`src/rtl/collision_scheduler.sv`:
```
// rtl/collision_scheduler.sv - per-move collision scan sequencer for the shared head/object comparator
//
// Purpose: on each accepted tick, latches the head, food, body and obstacle count. It then
// presents each active obstacle-table entry to the comparator, one per cycle. When
// SNAKE_SELF_CHECK_EN is defined, body segments 1..4 follow the obstacles. The registered
// comparator results are folded into one verdict, and done pulses for one cycle.
//
// Optional feature macro: SNAKE_SELF_CHECK_EN (body segments appended to every scan).
//
// Ports:
//   clk, rst                  clock; synchronous active-low reset
//   tick                      snake moved, start a scan (only accepted in IDLE)
//   obs_count                 active obstacle count, clamped to MAX_OBS
//   head_x/head_y             head position
//   body_xy                   segments 1..4 packed {y4,x4,..,y1,x1}
//   food_x/food_y             food position
//   obs_wr_en/addr/x/y        obstacle table write port
//   obj_x/obj_y/obj_vld       object presented to the comparator
//   is_collision              comparator result, one cycle after obj_vld
//   busy, done                scan in progress; one-cycle completion pulse
//   hit_obs/hit_self/hit_wall/ate  verdict, held until next accepted tick
//   overrun                   sticky: tick arrived while busy
module collision_scheduler #(
  parameter int MAX_OBS  = 8,
  parameter int GRID_MAX = 29
) (
  input  logic        clk,
  input  logic        rst,
  input  logic        tick,
  input  logic [3:0]  obs_count,
  input  logic [4:0]  head_x,
  input  logic [4:0]  head_y,
  input  logic [39:0] body_xy,
  input  logic [4:0]  food_x,
  input  logic [4:0]  food_y,
  input  logic        obs_wr_en,
  input  logic [3:0]  obs_wr_addr,
  input  logic [4:0]  obs_wr_x,
  input  logic [4:0]  obs_wr_y,
  output logic [4:0]  obj_x,
  output logic [4:0]  obj_y,
  output logic        obj_vld,
  input  logic        is_collision,
  output logic        busy,
  output logic        done,
  output logic        hit_obs,
  output logic        hit_self,
  output logic        hit_wall,
  output logic        ate,
  output logic        overrun
);

`ifdef SNAKE_SELF_CHECK_EN
  localparam logic [4:0] SELF_ITEMS = 5'd4;
`else
  localparam logic [4:0] SELF_ITEMS = 5'd0;
`endif
  localparam logic [3:0] MAX_OBS_L = 4'(MAX_OBS);
  localparam logic [4:0] GRID_LIM  = 5'(GRID_MAX);

  typedef enum logic [1:0] {IDLE, SCAN, DRAIN, DONE} state_t;

  state_t      state;
  logic [3:0]  cnt;        // latched, clamped obstacle count
  logic [4:0]  n_items;    // total items this scan
  logic [4:0]  idx;        // item being issued
  logic        cap_pend;   // a comparator result is due this cycle
  logic        cap_obs;    // that result belongs to an obstacle (else a body segment)

  logic [4:0]  tab_x [MAX_OBS];
  logic [4:0]  tab_y [MAX_OBS];
  logic [4:0]  tab_rd_x;
  logic [4:0]  tab_rd_y;

  logic [3:0]  cnt_in;
  logic [4:0]  n_in;

  assign cnt_in = (obs_count > MAX_OBS_L) ? MAX_OBS_L : obs_count;
  assign n_in   = {1'b0, cnt_in} + SELF_ITEMS;

`ifdef SNAKE_SELF_CHECK_EN
  logic [39:0] body_lat;
  logic [4:0]  seg_idx;
  logic [9:0]  seg_yx;

  assign seg_idx = idx - {1'b0, cnt};

  always_comb begin
    case (seg_idx)
      5'd0:    seg_yx = body_lat[9:0];
      5'd1:    seg_yx = body_lat[19:10];
      5'd2:    seg_yx = body_lat[29:20];
      default: seg_yx = body_lat[39:30];
    endcase
  end

  always_ff @(posedge clk) begin
    if (!rst) begin
      body_lat <= '0;
    end else if (state == IDLE && tick) begin
      body_lat <= body_xy;
    end
  end
`else
  logic unused_body;
  assign unused_body = ^body_xy;
`endif

  // Obstacle table. Reads are combinational off the stored value, so a write
  // landing in the same cycle as an issue to that address issues the old entry.
  always_ff @(posedge clk) begin
    if (!rst) begin
      for (int k = 0; k < MAX_OBS; k++) begin
        tab_x[k] <= 5'd31;
        tab_y[k] <= 5'd31;
      end
    end else if (obs_wr_en && obs_wr_addr < MAX_OBS_L) begin
      for (int k = 0; k < MAX_OBS; k++) begin
        if (obs_wr_addr == 4'(k)) begin
          tab_x[k] <= obs_wr_x;
          tab_y[k] <= obs_wr_y;
        end
      end
    end
  end

  always_comb begin
    tab_rd_x = '0;
    tab_rd_y = '0;
    for (int k = 0; k < MAX_OBS; k++) begin
      if (idx == 5'(k)) begin
        tab_rd_x = tab_x[k];
        tab_rd_y = tab_y[k];
      end
    end
  end

  // Object presented to the comparator; zero outside SCAN.
  always_comb begin
    obj_vld = 1'b0;
    obj_x   = '0;
    obj_y   = '0;
    if (state == SCAN) begin
      obj_vld = 1'b1;
      if (idx < {1'b0, cnt}) begin
        obj_x = tab_rd_x;
        obj_y = tab_rd_y;
      end else begin
`ifdef SNAKE_SELF_CHECK_EN
        obj_x = seg_yx[4:0];
        obj_y = seg_yx[9:5];
`endif
      end
    end
  end

  assign busy = (state != IDLE);
  assign done = (state == DONE);

  always_ff @(posedge clk) begin
    if (!rst) begin
      state    <= IDLE;
      cnt      <= '0;
      n_items  <= '0;
      idx      <= '0;
      cap_pend <= 1'b0;
      cap_obs  <= 1'b0;
      hit_obs  <= 1'b0;
      hit_self <= 1'b0;
      hit_wall <= 1'b0;
      ate      <= 1'b0;
      overrun  <= 1'b0;
    end else begin
      cap_pend <= 1'b0;

      // Result for the item issued last cycle; cap_pend is cleared by reset so
      // a result straggling in right after reset is dropped.
      if (cap_pend) begin
        if (cap_obs) begin
          hit_obs <= hit_obs | is_collision;
        end else begin
`ifdef SNAKE_SELF_CHECK_EN
          hit_self <= hit_self | is_collision;
`endif
        end
      end

      if (tick && state != IDLE) begin
        overrun <= 1'b1;
      end

      case (state)
        IDLE: begin
          if (tick) begin
            cnt      <= cnt_in;
            n_items  <= n_in;
            idx      <= '0;
            hit_obs  <= 1'b0;
            hit_self <= 1'b0;
            ate      <= (head_x == food_x) && (head_y == food_y);
            hit_wall <= (head_x > GRID_LIM) || (head_y > GRID_LIM);
            state    <= (n_in == 5'd0) ? DONE : SCAN;
          end
        end
        SCAN: begin
          cap_pend <= 1'b1;
          cap_obs  <= (idx < {1'b0, cnt});
          if (idx == n_items - 5'd1) begin
            state <= DRAIN;
          end else begin
            idx <= idx + 5'd1;
          end
        end
        DRAIN: state <= DONE;
        DONE:  state <= IDLE;
        default: state <= IDLE;
      endcase
    end
  end

endmodule

```
`config.mk`:
```
export PLATFORM = sky130hd
export DESIGN_NAME = collision_scheduler
export DESIGN_NICKNAME = d
export VERILOG_FILES = /design/src/rtl/collision_scheduler.sv
export SDC_FILE = /design/constraint.sdc
export NUM_CORES = 1
export LEC_CHECK = 0
export ABC_AREA = 1
export CORE_MARGIN = 2
export CORE_UTILIZATION = 40
export DETAILED_ROUTE_END_ITERATION = 6
export PLACE_DENSITY_LB_ADDON = 0.05
export SYNTH_ARGS = -nofsm -noshare
export SYNTH_HDL_FRONTEND = slang
export SYNTH_SLANG_ARGS = --single-unit
export TNS_END_PERCENT = 5
```
`constraint.sdc`:
```
create_clock -name clk -period 2.35 [get_ports clk]
set_input_delay 0.3525 -clock clk [delete_from_list [all_inputs] [get_ports clk]]
set_output_delay 0.3525 -clock clk [all_outputs]
set_load 0.01 [all_outputs]
```
== Yosys cells after proc, flatten, opt, wreduce, memory -nomap -nowiden ==
Memory sizes are Yosys's and may differ from the RTL's.
Index checks and enable logic that the tools add are counted.

* Multiplexer cells: 82
* $add $sub $neg: 2
* Multiply operators: 0
* $lt $le $gt $ge: 5
* Eq/ne operators: 23
* Bitwise logic cells: 17
* Reduce and logical (&&, ||, !) cells: 13
* Divide/modulo/power cells: 0
* Shift operators: 0

{| class="wikitable"
|+ Operators by type and width
! kind !! count
|-
| $mux 5 || 38
|-
| $mux 1 || 38
|-
| $eq 5x3->1 const B || 4
|-
| $or 1x1->1 || 17
|-
| $eq 4x3->1 const B || 4
|-
| $eq 5x5->1 || 3
|-
| $eq 5x2->1 const B || 2
|-
| $gt 5x5->1 const B || 2
|-
| $logic_not 5->1 || 2
|-
| $pmux 5 s2 || 1
|-
| $eq 4x2->1 const B || 2
|-
| $pmux 2 s4 || 1
|-
| $mux 2 || 3
|-
| $add 5x1->5 const B || 1
|-
| $eq 5x1->1 const B || 1
|-
| $lt 5x4->1 || 1
|-
| $sub 4x1->5 const B || 1
|-
| $eq 2x2->1 const B || 2
|-
| $eq 4x1->1 const B || 1
|-
| $gt 4x4->1 const B || 1
|-
| $logic_not 4->1 || 1
|-
| $lt 4x4->1 const B || 1
|-
| $mux 4 || 1
|-
| $ne 2x2->1 const B || 2
|-
| other kinds (8) || 12
|}

* Register bits after elaboration: 17
* Bits in latches: 0
* Memories kept: 2
* Output and inout port bits: 18
* Logic and storage cells: 153
* Memory bits (writable): 80
* Memory bits (read-only): 0

{| class="wikitable"
|+ Memories
! name !! depth !! width !! read ports !! clocked after memory_dff !! wr ports !! line !! RTL
|-
| tab_x || 8 || 5 || 8 || 0 || 8 || 70 || <nowiki>logic [4:0] tab_x [MAX_OBS];</nowiki>
|-
| tab_y || 8 || 5 || 8 || 0 || 8 || 71 || <nowiki>logic [4:0] tab_y [MAX_OBS];</nowiki>
|}

== Depth between registers and ports, before layout ==
* Depth after elaboration: 11
* Mapped depth: 14

== Least setup slack after synthesis ==
OpenSTA, ideal clock, no wires.

* Path kind: reg-to-output
* Start point: register idx[1]
* End point: output port obj_x[4]
* Stages on the path, launching flop included: 11
* Slack: 401 ps
* Arrival time: 1597 ps
* Path through: dfxtp_1 > inv_1 > ha_1 > inv_1 > nor2_8 > nand2_1 > buf_4 > o21ai_0 > inv_1 > nand2_1 > a21oi_1

* Cells in the longest elaborated chain, start to end: 11
* Elaborated cells between the ends (all ways): 19

{| class="wikitable"
|+ Ends and longest elaborated chain
! item !! line !! RTL
|-
| start, declared || 66 || <nowiki>logic [4:0] idx;</nowiki>
|-
| start signal, assigned || 211 || <nowiki>idx <= idx + 5'd1;</nowiki>
|-
| $logic_not 5->1 || 131 || <nowiki>if (idx == 5'(k)) begin</nowiki>
|-
| $mux 5 (8 in a row) || 131 ||
|-
| $mux 5 * || 145 || <nowiki>if (idx < {1'b0, cnt}) begin</nowiki>
|-
| $mux 5 * || 143 || <nowiki>if (state == SCAN) begin</nowiki>
|-
| end, declared || 40 || <nowiki>output logic [4:0] obj_x,</nowiki>
|}

Every way passes the cells marked *; elsewhere a longest branch is shown, timed or not.

== Final worst setup path ==
* Start point: register idx[0]
* End point: output port obj_y[3]

* Cells in the longest elaborated chain, start to end: 11
* Elaborated cells between the ends (all ways): 19

{| class="wikitable"
|+ Ends and longest elaborated chain
! item !! line !! RTL
|-
| $logic_not 5->1 || 131 ||
|-
| $mux 5 (8 in a row) || 131 ||
|-
| $mux 5 * || 145 ||
|-
| $mux 5 * || 143 ||
|-
| end, declared || 41 || <nowiki>output logic [4:0] obj_y,</nowiki>
|}

Marks and branches as above.

==> implementation parameters <==
Parameter                              Value

Final layout
  Post-route cell area    roughly 6700 um^2
  Most frequent cells in the layout    sky130_fd_sc_hd__nand2_1, sky130_fd_sc_hd__edfxtp_1, sky130_fd_sc_hd__inv_1, sky130_fd_sc_hd__clkdlybuf4s50_1
  Synthesis-to-layout area growth    30.06%
  Layout Nets    between 700 and 800
  Number of diodes added for antenna fixing    0
  Layout Utilization    between 50 and 60%
  Commonest non-fill, non-tap cell in the layout    sky130_fd_sc_hd__nand2_1
  Ratio of cells with drive above 1 in the final layout    22.11%

Synthesis
  Yosys reg bits    97
  Number of warning messages in the yosys log    0
  Net count after synthesis    670
  Top cell type's share of synthesized area    around 47%
  Gate count after technology mapping    approximately 570
  Ranking of synthesized cells by area    sky130_fd_sc_hd__edfxtp_1, sky130_fd_sc_hd__nand2_1, sky130_fd_sc_hd__dfxtp_1
  Total standard cell area after synthesis    around 5000 um^2
  Unique masters post-synth    43
  Sequential cell area fraction in the yosys report    around 53%
  Fraction of synthesized area in multiplexers    0%
  Complex-gate fraction of the synthesized area    between 7 and 8%
  Simple-gate share of the synthesized area    25.89%
  Most area-hungry cell type in the Yosys netlist    sky130_fd_sc_hd__edfxtp_1
  Arithmetic-cell share of the synthesized area counting full adders, half adders and majority gates    under 10%
  XOR/XNOR Fraction of Synth Area    2.040%
  Dominant combinational cell family by area after synthesis    simple AND/OR/NAND/NOR gates
  Avg Synthesized Cell Area    8.976 um^2

Power
  Leakage component of the power    between 2 and 3 nW
  Worst VDD drop    ~0.00034 V
  Total power divided by cell area    788.8 nW/um^2

Setup path
  Req. time, crit path    about 2.0 ns
  Kind of cell adding the most delay to the critical path    buffers and inverters
  Category of the worst setup path launch point    flip-flop
  Critical path arrival    roughly 2.1 ns
  Critical Path, Cell by Cell    inv_4 -> buf_4 -> ha_2 -> or3_4 -> nand3_4 -> clkinvlp_4 -> buf_4 -> o21ai_1 -> a21oi_1 -> buf_2
  Buffers plus inverters on the worst setup path    5
  Worst Reg-to-Reg Cells    12
  Max FO, Critical Path    4
  Stages on the worst setup path    10
  Longest individual stage delay on the worst path    ~0.39 ns
  Worst r2r dst    state[1]
  Master of the slowest instance on the critical path    sky130_fd_sc_hd__dfxtp_4
  R2R setup slack    between 0.4 and 0.5 ns
  Most prevalent standard cell on the critical path    sky130_fd_sc_hd__buf_4
  Critical path start-end classification    flip-flop to output port
  FF-to-FF Start    cnt[1]
  Worst setup EP type    output port

Status
  Failing checks    negative setup slack
  Status    complete, but fails checks

Drt
  Routed wirelength normalized by instance count    between 10 and 15 um
  Via count    slightly above 4000
  Number of iterations in the first detailed-routing pass    5
  Total Routed Length    ~13000 um
  Iteration-0 DRC Markers    approximately 250
  Vias/cell    between 4 and 5
  Remaining DRCs    0
  Number of routed nets with antenna violations    0

CTS
  Maximum buffer depth of the clock tree    2
  Total CTS buffers    9
  Clock Sinks    between 90 and 100
  CTS HTree Levels    3
  Clock Pin Slew Worst Setup and Hold Paths    0.07 ns
  Clock root cell    sky130_fd_sc_hd__clkbuf_16
  Post-CTS Hold Fix Bufs    0
  Clock insertion delay at the later pin of the skew report    0.34 ns
  TritonCTS clock tree    built

Floorplan
  Chip width    roughly 120 um
  Standard cell core area    12620 um^2
  Number of primary I/O pins    101
  Die area    about 14000 um^2
  Die Span Y    around 120 um
  Initial standard-cell utilization of the core    between 40% and 50%
  Row count    slightly above 40

Worst hold path
  Hold Path End    hit_obs
  Beginning of the worst hold path    hit_obs
  Type of the worst min-delay path    flip-flop to flip-flop
  Number of stages on the worst hold path    2

Timing
  Worst Clk Skew    around 0.0066 ns
  Period utilisation layout    103.8%
  Highest achievable clock rate    between 400 and 500 MHz
  Setup repair after global routing missed its margin    true
  Final number of hold-violating endpoints    0
  Final critical path time including I/O delays and setup    2.439 ns
  Final Setup Violations    8
  Max Slew Vio Count    0
  Final-layout setup total negative slack    -0.5248 ns
  Worst setup margin    -0.08898 ns

Global routing
  Number of antenna violations at the first check in global routing    0
  Pin count of the biggest net entering global routing    19
  Global-route usage over all layers    a little under a fifth
  Vias in the first global route    around 4000
  Gr ovfl total    0
  First-pass GRT wire length    ~21000 um

Place
  Placer congestion estimate    approximately 0.83
  HPWL after detailed placement    9502 um
  Port-buffer cells    a little under 60
  Placed Instance Area    6206 um^2

Flow run
  Max Cap Viol    0
stage by stage:
stage                     instances  worst slack [ns]  power [W]  hold WS [ns]
final                           855          -0.08898   0.005286        0.4488
after global routing            855           -0.2134   0.005550        0.4786
after CTS                       853           -0.1222   0.005257        0.4551
after detailed placement        830           -0.4107   0.003591        0.4442
after global placement          830           -0.3049   0.003582        0.4347
after floorplan                 574            0.4007   0.003002        0.4421
sequential cells by signal, summed over array words and instances (netlist names):
register / count
cap_pend: 1
cap_obs: 1
state: 2
overrun: 1
cnt: 4
ate: 1
hit_wall: 1
idx: 5
tab_x: 40
hit_obs: 1
tab_y: 40
how the worst max path moves through the flow:
stage                start       end  slack (ns)
global route        idx[1]  obj_x[0]       -0.21
floorplan           idx[1]  obj_x[4]        0.40
detailed placement  cnt[2]  obj_x[4]       -0.41
CTS                 cnt[2]  obj_x[4]       -0.12
global placement    cnt[2]  obj_x[4]       -0.30
finish              idx[0]  obj_y[3]       -0.09
Yosys cell counts, drive strengths merged:
cell	instances
nand2	180
dfxtp	17
or2	8
o21ai	28
clkinv	1
xnor2	3
conb	1
nor3	3
o31ai	1
a21oi	21
nand4	7
o22ai	1
a211oi	2
nand3	49
ha	13
o32ai	2
nor2	35
or3	1
and3	1
o211ai	6
buf	15
o2111ai	2
edfxtp	80
inv	82
a21o	1
xor2	9
nor4	4
clkbuf	1
cells by family (layout without fill, tap and decap cells):
family	Yosys count	in the layout
AOI/OAI and AO/OA	64	64
other	1	1
DFF	97	97
and+or+nand+nor	288	288
buffers and inverters	99	208
xor gates and xnor gates	12	12
adders and majority gates	13	13
where the power goes:
| group | switching (W) | internal, W | leakage (nW) | total, W |
|---|---|---|---|---|
| registers | 0.0000784 | 0.00201 | 0.942 | 0.00209 |
| logic | 0.000966 | 0.000731 | 1.59 | 0.00170 |
| clock network | 0.000662 | 0.000841 | 0.145 | 0.00150 |
| total | 0.00171 | 0.00358 | 2.68 | 0.00529 |
layout make-up:
class	instances	area [um^2]
Fill cell	1225	5918
Sequential cell	97	2754
Multi-Input combinational cell	378	2123
Timing Repair Buffer	108	973.4
Inverter	83	324.1
Clock buffer	10	229.0
Tap cell	172	215.2
Clock inverter	6	75.07
Timing Repair inverter	1	7.507
per-layer routing:
metal | global-route usage [%] | share of wire, %
met3 | 3.731 | 5.1
met5 | 0 | 0
met1 | 27.96 | 51
met4 | 3.840 | 0.70
met2 | 28.80 | 44
worst register-to-register path, stage by stage, from the launching register on:
cell	delay, ns
sky130_fd_sc_hd__dfxtp_2	0.34
sky130_fd_sc_hd__inv_2	0.04
sky130_fd_sc_hd__buf_4	0.12
sky130_fd_sc_hd__ha_1	0.28
sky130_fd_sc_hd__xnor2_1	0.12
sky130_fd_sc_hd__nor2_1	0.10
sky130_fd_sc_hd__o21ai_0	0.11
sky130_fd_sc_hd__nor2_2	0.13
sky130_fd_sc_hd__nand2_1	0.12
sky130_fd_sc_hd__nand2_1	0.08
sky130_fd_sc_hd__nand2_1	0.08
sky130_fd_sc_hd__o21ai_0	0.18
sky130_fd_sc_hd__nor2_1	0.06
repair_timing:
item                                    in CTS  in global routing
buffers inserted                             6                  2
pin swaps                                   16                 22
hold endpoints to repair                     0                  0
gates resized for setup                     80                 20
endpoints found under the setup margin      10                 10
gates cloned                                 1                  0
Note: power is estimated with default switching activity, not from simulation.
